<file path="src/rtl/fetch_queue.sv">
// fetch_queue: instruction prefetch FIFO between I-memory fetch and decode.
// Optional build macro FETCH_QUEUE_BYPASS_EN enables the empty-queue in->out bypass.
// Head entry is presented with opcode and all immediate formats pre-extracted.

// Purpose: DEPTH-entry circular FIFO of {instr, pc} with decode-ready immediates.
// Latency: 1 cycle push-to-head (0 cycles on the bypass path when enabled).
// Backpressure: in_ready drops when full (no pop-through); flush discards everything.
module fetch_queue #(
  parameter int DEPTH = 4,
  parameter int CNT_W = $clog2(DEPTH) + 1
) (
  input  logic             clock,
  input  logic             reset,
  input  logic             flush,
  input  logic             in_valid,
  output logic             in_ready,
  input  logic [31:0]      in_instr,
  input  logic [31:0]      in_pc,
  output logic             out_valid,
  input  logic             out_ready,
  output logic [31:0]      out_instr,
  output logic [31:0]      out_pc,
  output logic [6:0]       opcode,
  output logic [31:0]      imm_i,
  output logic [31:0]      imm_s,
  output logic [31:0]      imm_b,
  output logic [31:0]      imm_u,
  output logic [31:0]      imm_j,
  output logic [31:0]      imm_z,
  output logic [CNT_W-1:0] count
);

  localparam int          PTR_W = (DEPTH > 1) ? $clog2(DEPTH) : 1;
  localparam logic [31:0] NOP   = 32'h0000_0013;

  logic [31:0]      instr_mem [DEPTH];
  logic [31:0]      pc_mem    [DEPTH];

  logic [PTR_W-1:0] wr_ptr_q, wr_ptr_d;
  logic [PTR_W-1:0] rd_ptr_q, rd_ptr_d;
  logic [CNT_W-1:0] count_q, count_d;

  logic             bypass;
  logic             push;
  logic             pop;
  logic             wr_en;
  logic             rd_adv;
  logic [31:0]      head_instr;

  // Handshake qualification; a bypassed-and-consumed entry never touches storage.
  always_comb begin
    in_ready  = (count_q != CNT_W'(DEPTH));
`ifdef FETCH_QUEUE_BYPASS_EN
    bypass    = (count_q == '0) & in_valid & ~flush;
`else
    bypass    = 1'b0;
`endif
    out_valid = (count_q != '0) | bypass;
    push      = in_valid & in_ready & ~flush;
    pop       = out_valid & out_ready & ~flush;
    wr_en     = push & ~(bypass & out_ready);
    rd_adv    = pop & ~bypass;
  end

  // Pointer and occupancy next-state; flush wins over any push or pop.
  always_comb begin
    wr_ptr_d = wr_ptr_q;
    rd_ptr_d = rd_ptr_q;
    count_d  = count_q;
    if (flush) begin
      wr_ptr_d = '0;
      rd_ptr_d = '0;
      count_d  = '0;
    end else begin
      if (wr_en)  wr_ptr_d = wr_ptr_q + PTR_W'(1);
      if (rd_adv) rd_ptr_d = rd_ptr_q + PTR_W'(1);
      case ({wr_en, rd_adv})
        2'b10:   count_d = count_q + CNT_W'(1);
        2'b01:   count_d = count_q - CNT_W'(1);
        default: count_d = count_q;
      endcase
    end
  end

  // Control state register with asynchronous reset.
  always_ff @(posedge clock or posedge reset) begin
    if (reset) begin
      wr_ptr_q <= '0;
      rd_ptr_q <= '0;
      count_q  <= '0;
    end else begin
      wr_ptr_q <= wr_ptr_d;
      rd_ptr_q <= rd_ptr_d;
      count_q  <= count_d;
    end
  end

  // Entry storage; intentionally not reset, contents are qualified by count.
  always_ff @(posedge clock) begin
    if (wr_en) begin
      instr_mem[wr_ptr_q] <= in_instr;
      pc_mem[wr_ptr_q]    <= in_pc;
    end
  end

  // Head selection with NOP gating when nothing is valid.
  always_comb begin
    head_instr = NOP;
    out_pc     = '0;
    if (bypass) begin
      head_instr = in_instr;
      out_pc     = in_pc;
    end else if (out_valid) begin
      head_instr = instr_mem[rd_ptr_q];
      out_pc     = pc_mem[rd_ptr_q];
    end
  end

  // Pre-decode of every immediate format from the head instruction.
  always_comb begin
    out_instr = head_instr;
    opcode    = head_instr[6:0];
    imm_i     = {{20{head_instr[31]}}, head_instr[31:20]};
    imm_s     = {{20{head_instr[31]}}, head_instr[31:25], head_instr[11:7]};
    imm_b     = {{19{head_instr[31]}}, head_instr[31], head_instr[7],
                 head_instr[30:25], head_instr[11:8], 1'b0};
    imm_u     = {head_instr[31:12], 12'b0};
    imm_j     = {{11{head_instr[31]}}, head_instr[31], head_instr[19:12],
                 head_instr[20], head_instr[30:21], 1'b0};
    imm_z     = {27'b0, head_instr[19:15]};
  end

  assign count = count_q;

endmodule

</file>
<file path="config.mk">
export PLATFORM = sky130hd
export DESIGN_NAME = fetch_queue
export DESIGN_NICKNAME = d
export VERILOG_FILES = /design/src/rtl/fetch_queue.sv
export SDC_FILE = /design/constraint.sdc
export NUM_CORES = 1
export LEC_CHECK = 0
export CORE_MARGIN = 10
export CORE_UTILIZATION = 35
export CTS_CLUSTER_SIZE = 14
export DETAILED_ROUTE_END_ITERATION = 16
export GPL_ROUTABILITY_DRIVEN = 0
export GPL_TIMING_DRIVEN = 0
export PLACE_DENSITY = 0.76
export SETUP_SLACK_MARGIN = 0.3
export SYNTH_ARGS = -nofsm -noshare
export SYNTH_HDL_FRONTEND = slang
export SYNTH_SLANG_ARGS = --single-unit
</file>
<file path="constraint.sdc">
create_clock -name clock -period 2.8 [get_ports clock]
set_input_delay 0.42 -clock clock [delete_from_list [all_inputs] [get_ports clock]]
set_output_delay 0.42 -clock clock [all_outputs]
set_load 0.01 [all_outputs]
</file>
Word level (Yosys, flattened, before mapping) --
Memories as Yosys holds them, arrays and structs flattened. Cells that the tools add are included. Widths: inputs -> output; s select.
Word-level totals: logic and storage cells 31, input bits 69, flip-flop bits (word level) 7, memories 2, memory bits (writable) 256, output and inout port bits 268
Memories:
- instr_mem | depth 4, width 32, rd ports 1, clocked after memory_dff 0, wr ports 1, line 36 | logic [31:0] instr_mem [DEPTH];
- pc_mem | depth 4, width 32, rd ports 1, clocked after memory_dff 0, wr ports 1, line 37 | logic [31:0] pc_mem [DEPTH];
Operators by class: muxes and demuxes 10, reductions and logical operators 4, add/subtract/negate cells 4, eq/ne operators 3, bitwise operators 5
Operators by type and width (count):
- $mux 32 | 2
- $mux 2 | 4
- $pmux 3 s2 | 1
- $reduce_bool 3->1 | 2
- $add 2x1->2 const B | 2
- $and 1x1->1 | 4
- $reduce_bool 2->1 | 2
- $add 3x1->3 const B | 1
- $mux 3 | 1
- $ne 3x3->1 const B | 1
- $sub 3x1->3 const B | 1
- $eq 2x1->1 const B | 1
- $eq 2x2->1 const B | 1
- $mux 1 | 2
- $not 1->1 | 1

Logic depth before layout (Yosys ltp) --
word-level depth 6, depth in mapped cells 7, depth with buffers taken out 6

Worst setup path before layout --
OpenSTA, ideal clock, no wires.
kind input to register, from input port in_valid, to memory instr_mem[2][0], enable pin, setup slack -0.210 ns, stages on the path 4, arrival 2.581 ns, setup time 0.429 ns, path buffers 1, data required time 2.371 ns, cell sequence clkbuf_1 inv_1 nor3_1 and2_1
Between the ends: cells in the longest elaborated chain, start to end 4
RTL lines:
- start: declaration | line 15 | input logic in_valid,
- $and 1x1->1 (2 in a row) | line 59 | push = in_valid & in_ready & ~flush;
- $mux 1 | line 100 | if (wr_en) begin
- $mux 1 (not written as such) | line 101 | instr_mem[wr_ptr_q] <= in_instr;
- end: declaration | line 36
No other way between the ends.

Worst setup path after layout --
from register rd_ptr_q[0], to output port out_pc[13]
Between the ends: cells in the longest elaborated chain, start to end 2
RTL lines:
- start: declaration | line 40 | logic [PTR_W-1:0] rd_ptr_q, rd_ptr_d;
- start signal: assignment | line 93 | rd_ptr_q <= rd_ptr_d;
- $mem_v2 4x32
- $mux 32 | line 113 | end else if (out_valid) begin
- end: declaration | line 22 | output logic [31:0] out_pc,
No other way between the ends.

==> flow_metrics.py <==
metrics = {
    "status": {
        "status": "finished, final reports clean",
    },
    "route": {
        "drt-total-wl_um": 35760,
        "drt_iter0_markers": 425,
        "ant_nets": 0,
        "vias": 7213,
        "drt_pre_antenna_iters": 5,
        "wl_per_cell_um": 22.14,
        "drc": 0,
        "viasPerCell": 4.466,
    },
    "clock_network": {
        "hold_buffers": 0,
        "cts_max_level": 1,
        "cts_tree": "yes",
        "cts_root_buf": "clkbuf_16",
        "cts_buffers": 27,
        "clk_pin_slew_ps": 70,
        "clock-sinks": 263,
        "clk_latency_ps": 530,
        "cts_buffer_depth": 3,
    },
    "floorplan": {
        "num_io_pins": 337,
        "die_h_um": 202.9,
        "num_rows": 66,
        "start_util": 0.3570,
        "die-area_um2": 41150,
        "core_area_um2": 32780,
        "die_width_um": 202.9,
    },
    "global_routing": {
        "grt.total_usage": 0.1546,
        "grt_max_degree": 34,
        "first_global_vias": 7531,
        "grt_pass1_wl_um": 48800,
        "antenna_found_initial": 2,
        "grt-ovfl-total": 0,
    },
    "timing": {
        "skew_ps": 16.24,
        "fin_crit_sh": 0.9937,
        "slew_viol_final": 0,
        "final-hold-violation-count": 0,
        "tightest_slew_ps": 634.9,
        "slew_headroom": 0.5767,
        "fmax_mhz": 359.4,
        "whs_ps": 186.2,
        "setup_viol": 0,
        "post-route-min-period_ps": 2782,
        "grt_setup_unrepaired": "true",
    },
    "yosys": {
        "yosys_warnings": 0,
        "synth_edf_count": 256,
        "avgSynthCellArea_um2": 17.44,
        "synthTopCellsByArea": "edfxtp_1 66%, buf_4 13%, mux4_2 12%, and2_1 3.5%, dfrtp_1 1.5%",
        "synth_top_area_cell": "edfxtp_1",
        "synthCells": 671,
        "ys_seq_elements": 263,
        "async_reset_ff_frac": 0.02662,
        "synth_top_area_share": 0.6568,
        "yosys-top-cells-count": "256 x edfxtp_1, 199 x buf_4, 65 x and2_1",
        "synth_most_common_cell": "edfxtp_1",
        "netlist_area_um2": 11700,
        "synth-seq-area-share": 0.6718,
        "synth_flop_cell": "edfxtp_1",
        "ys_types": 35,
    },
    "worst_setup_path": {
        "crit_type": "reg2out",
        "crit_fanout": 8,
        "worst_setup_path_end_kind": "output port",
        "cp.arrival_ps": 2360,
        "cp.required_ps": 2380,
        "cp-start-kind": "flip-flop",
    },
    "final_layout": {
        "drive_gt1_frac": 0.6305,
        "nets": 1228,
        "final_cell_area_um2": 18920,
        "area_growth_syn_to_layout_pct": 61.68,
        "fillers": 2375,
        "regArea_um2": 7864,
        "multiInputGateArea_um2": 2723,
    },
    "flow_run": {
        "drv_cap": 0,
    },
    "power_and_ir_drop": {
        "ir_drop_mv": 0.5716,
        "p_leak_nw": 7.463,
        "powerDensity_nw_per_um2": 622.5,
    },
    "placed_design": {
        "portBuffers": 294,
        "hpwlAfterDp_um": 20560,
        "placed_area_um2": 15440,
    },
    "min_path": {
        "holdCritPathClass": "in2async",
    },
}
area by class of cell:
class | instances | area share
sequential | 263 | 0.4156
timing repair buffer | 393 | 0.2390
multi-input combinational | 236 | 0.1439
buffer | 225 | 0.1266
clock buffer | 33 | 0.03795
tap | 442 | 0.02923
clock inverter | 14 | 0.004628
inverter | 8 | 0.002975
antenna | 1 | 0.0001322
cells by family after synthesis:
| group | synth area share |
|---|---|
| flip-flops | 0.6718 |
| buffers and inverters | 0.1428 |
| AND/OR/NAND/NOR | 0.04447 |
| multiplexers | 0.1241 |
| AO/OA/AOI/OAI | 0.008233 |
| adder cells (fa/ha/maj) | 0.005987 |
| XOR/XNOR | 0.002245 |
| other | 0.0003204 |
state kept, by name, summed over array words and instances, names as in the netlist:
register and count:
rd_ptr_q 2, pc_mem 128, instr_mem 128, wr_ptr_q 2, count 3
metrics by stage:
stage | setup TNS [ps] | util | std cells | setup WS [ps] | power (mW)
6_report | 0 | 0.5772 | 1615 | 17.58 | 11.78
5_1_grt | -570.6 | 0.5772 | 1615 | -60.64 | 12.27
4_1_cts | -124.2 | 0.5413 | 1576 | -17.95 | 11.28
3_5_place_dp | -124720 | 0.4710 | 1451 | -779.5 | 7.242
3_3_place_gp | -307260 | 0.4684 | 1447 | -884.3 | 7.200
2_1_floorplan | 0 | - | 711 | 461.4 | 5.891
where the power goes:
group / internal (mW) / switching [mW]
combinational: 2.50 / 1.53
clock: 1.83 / 1.46
sequential: 4.43 / 0.0302
layout by cell type (no fill, tap or decap), types with 4 or more instances in the layout:
cell type / n
clkinv_1: 5
buf_16: 6
buf_8: 4
and2_2: 4
clkbuf_16: 30
buf_12: 23
conb_1: 41
buf_6: 438
inv_1: 7
nor2_1: 5
and2_4: 77
mux4_2: 66
buf_4: 57
edfxtp_1: 256
buf_2: 9
nand3_1: 4
ha_1: 4
clkbuf_1: 6
clkdlybuf4s50_1: 70
dfrtp_1: 6
path summary, 6_finish.rpt:
kind / start / end / slack [ps] / cells past startpoint
min in group clock: flush / wr_ptr_q[0]$_DFFE_PP0P_ / 340 / 2
worst min-delay path: reset / wr_ptr_q[1]$_DFFE_PP0P_ / 190 / 2
worst min register to register: wr_ptr_q[0]$_DFFE_PP0P_ / wr_ptr_q[0]$_DFFE_PP0P_ / 590 / 2
worst max-delay path: rd_ptr_q[0]$_DFFE_PP0P_ / out_pc[13] / 20 / 8
worst max register to register: count[1]$_DFFE_PP0P_ / count[2]$_DFFE_PP0P_ / 510 / 6
max in group asynchronous: reset / rd_ptr_q[0]$_DFFE_PP0P_ / 2340 / 2
critical path, stage by stage (launching register included):
cell and delay [ps]:
dfrtp_2 450, buf_12 170, buf_12 130, buf_16 130, buf_12 120, buf_16 130
mux4_2 410, and2_4 180, buf_6 120
repair_timing:
action	CTS	global route
resized for setup	1143	368
pin swaps	44	28
cloned	22	9
endpoints found under the setup margin	356	356
buffers inserted	56	29
routing by layer:
metal / vias to the layer above / share of wire / global-route usage
met5: - / 0.00036 / 0
met3: 32 / 0.084 / 0.04744
met2: 296 / 0.53 / 0.2783
met1: 3614 / 0.37 / 0.1762
met4: 2 / 0.013 / 0.03437
li1: 3269 / - / -
Note: power is estimated with default switching activity, not from simulation.
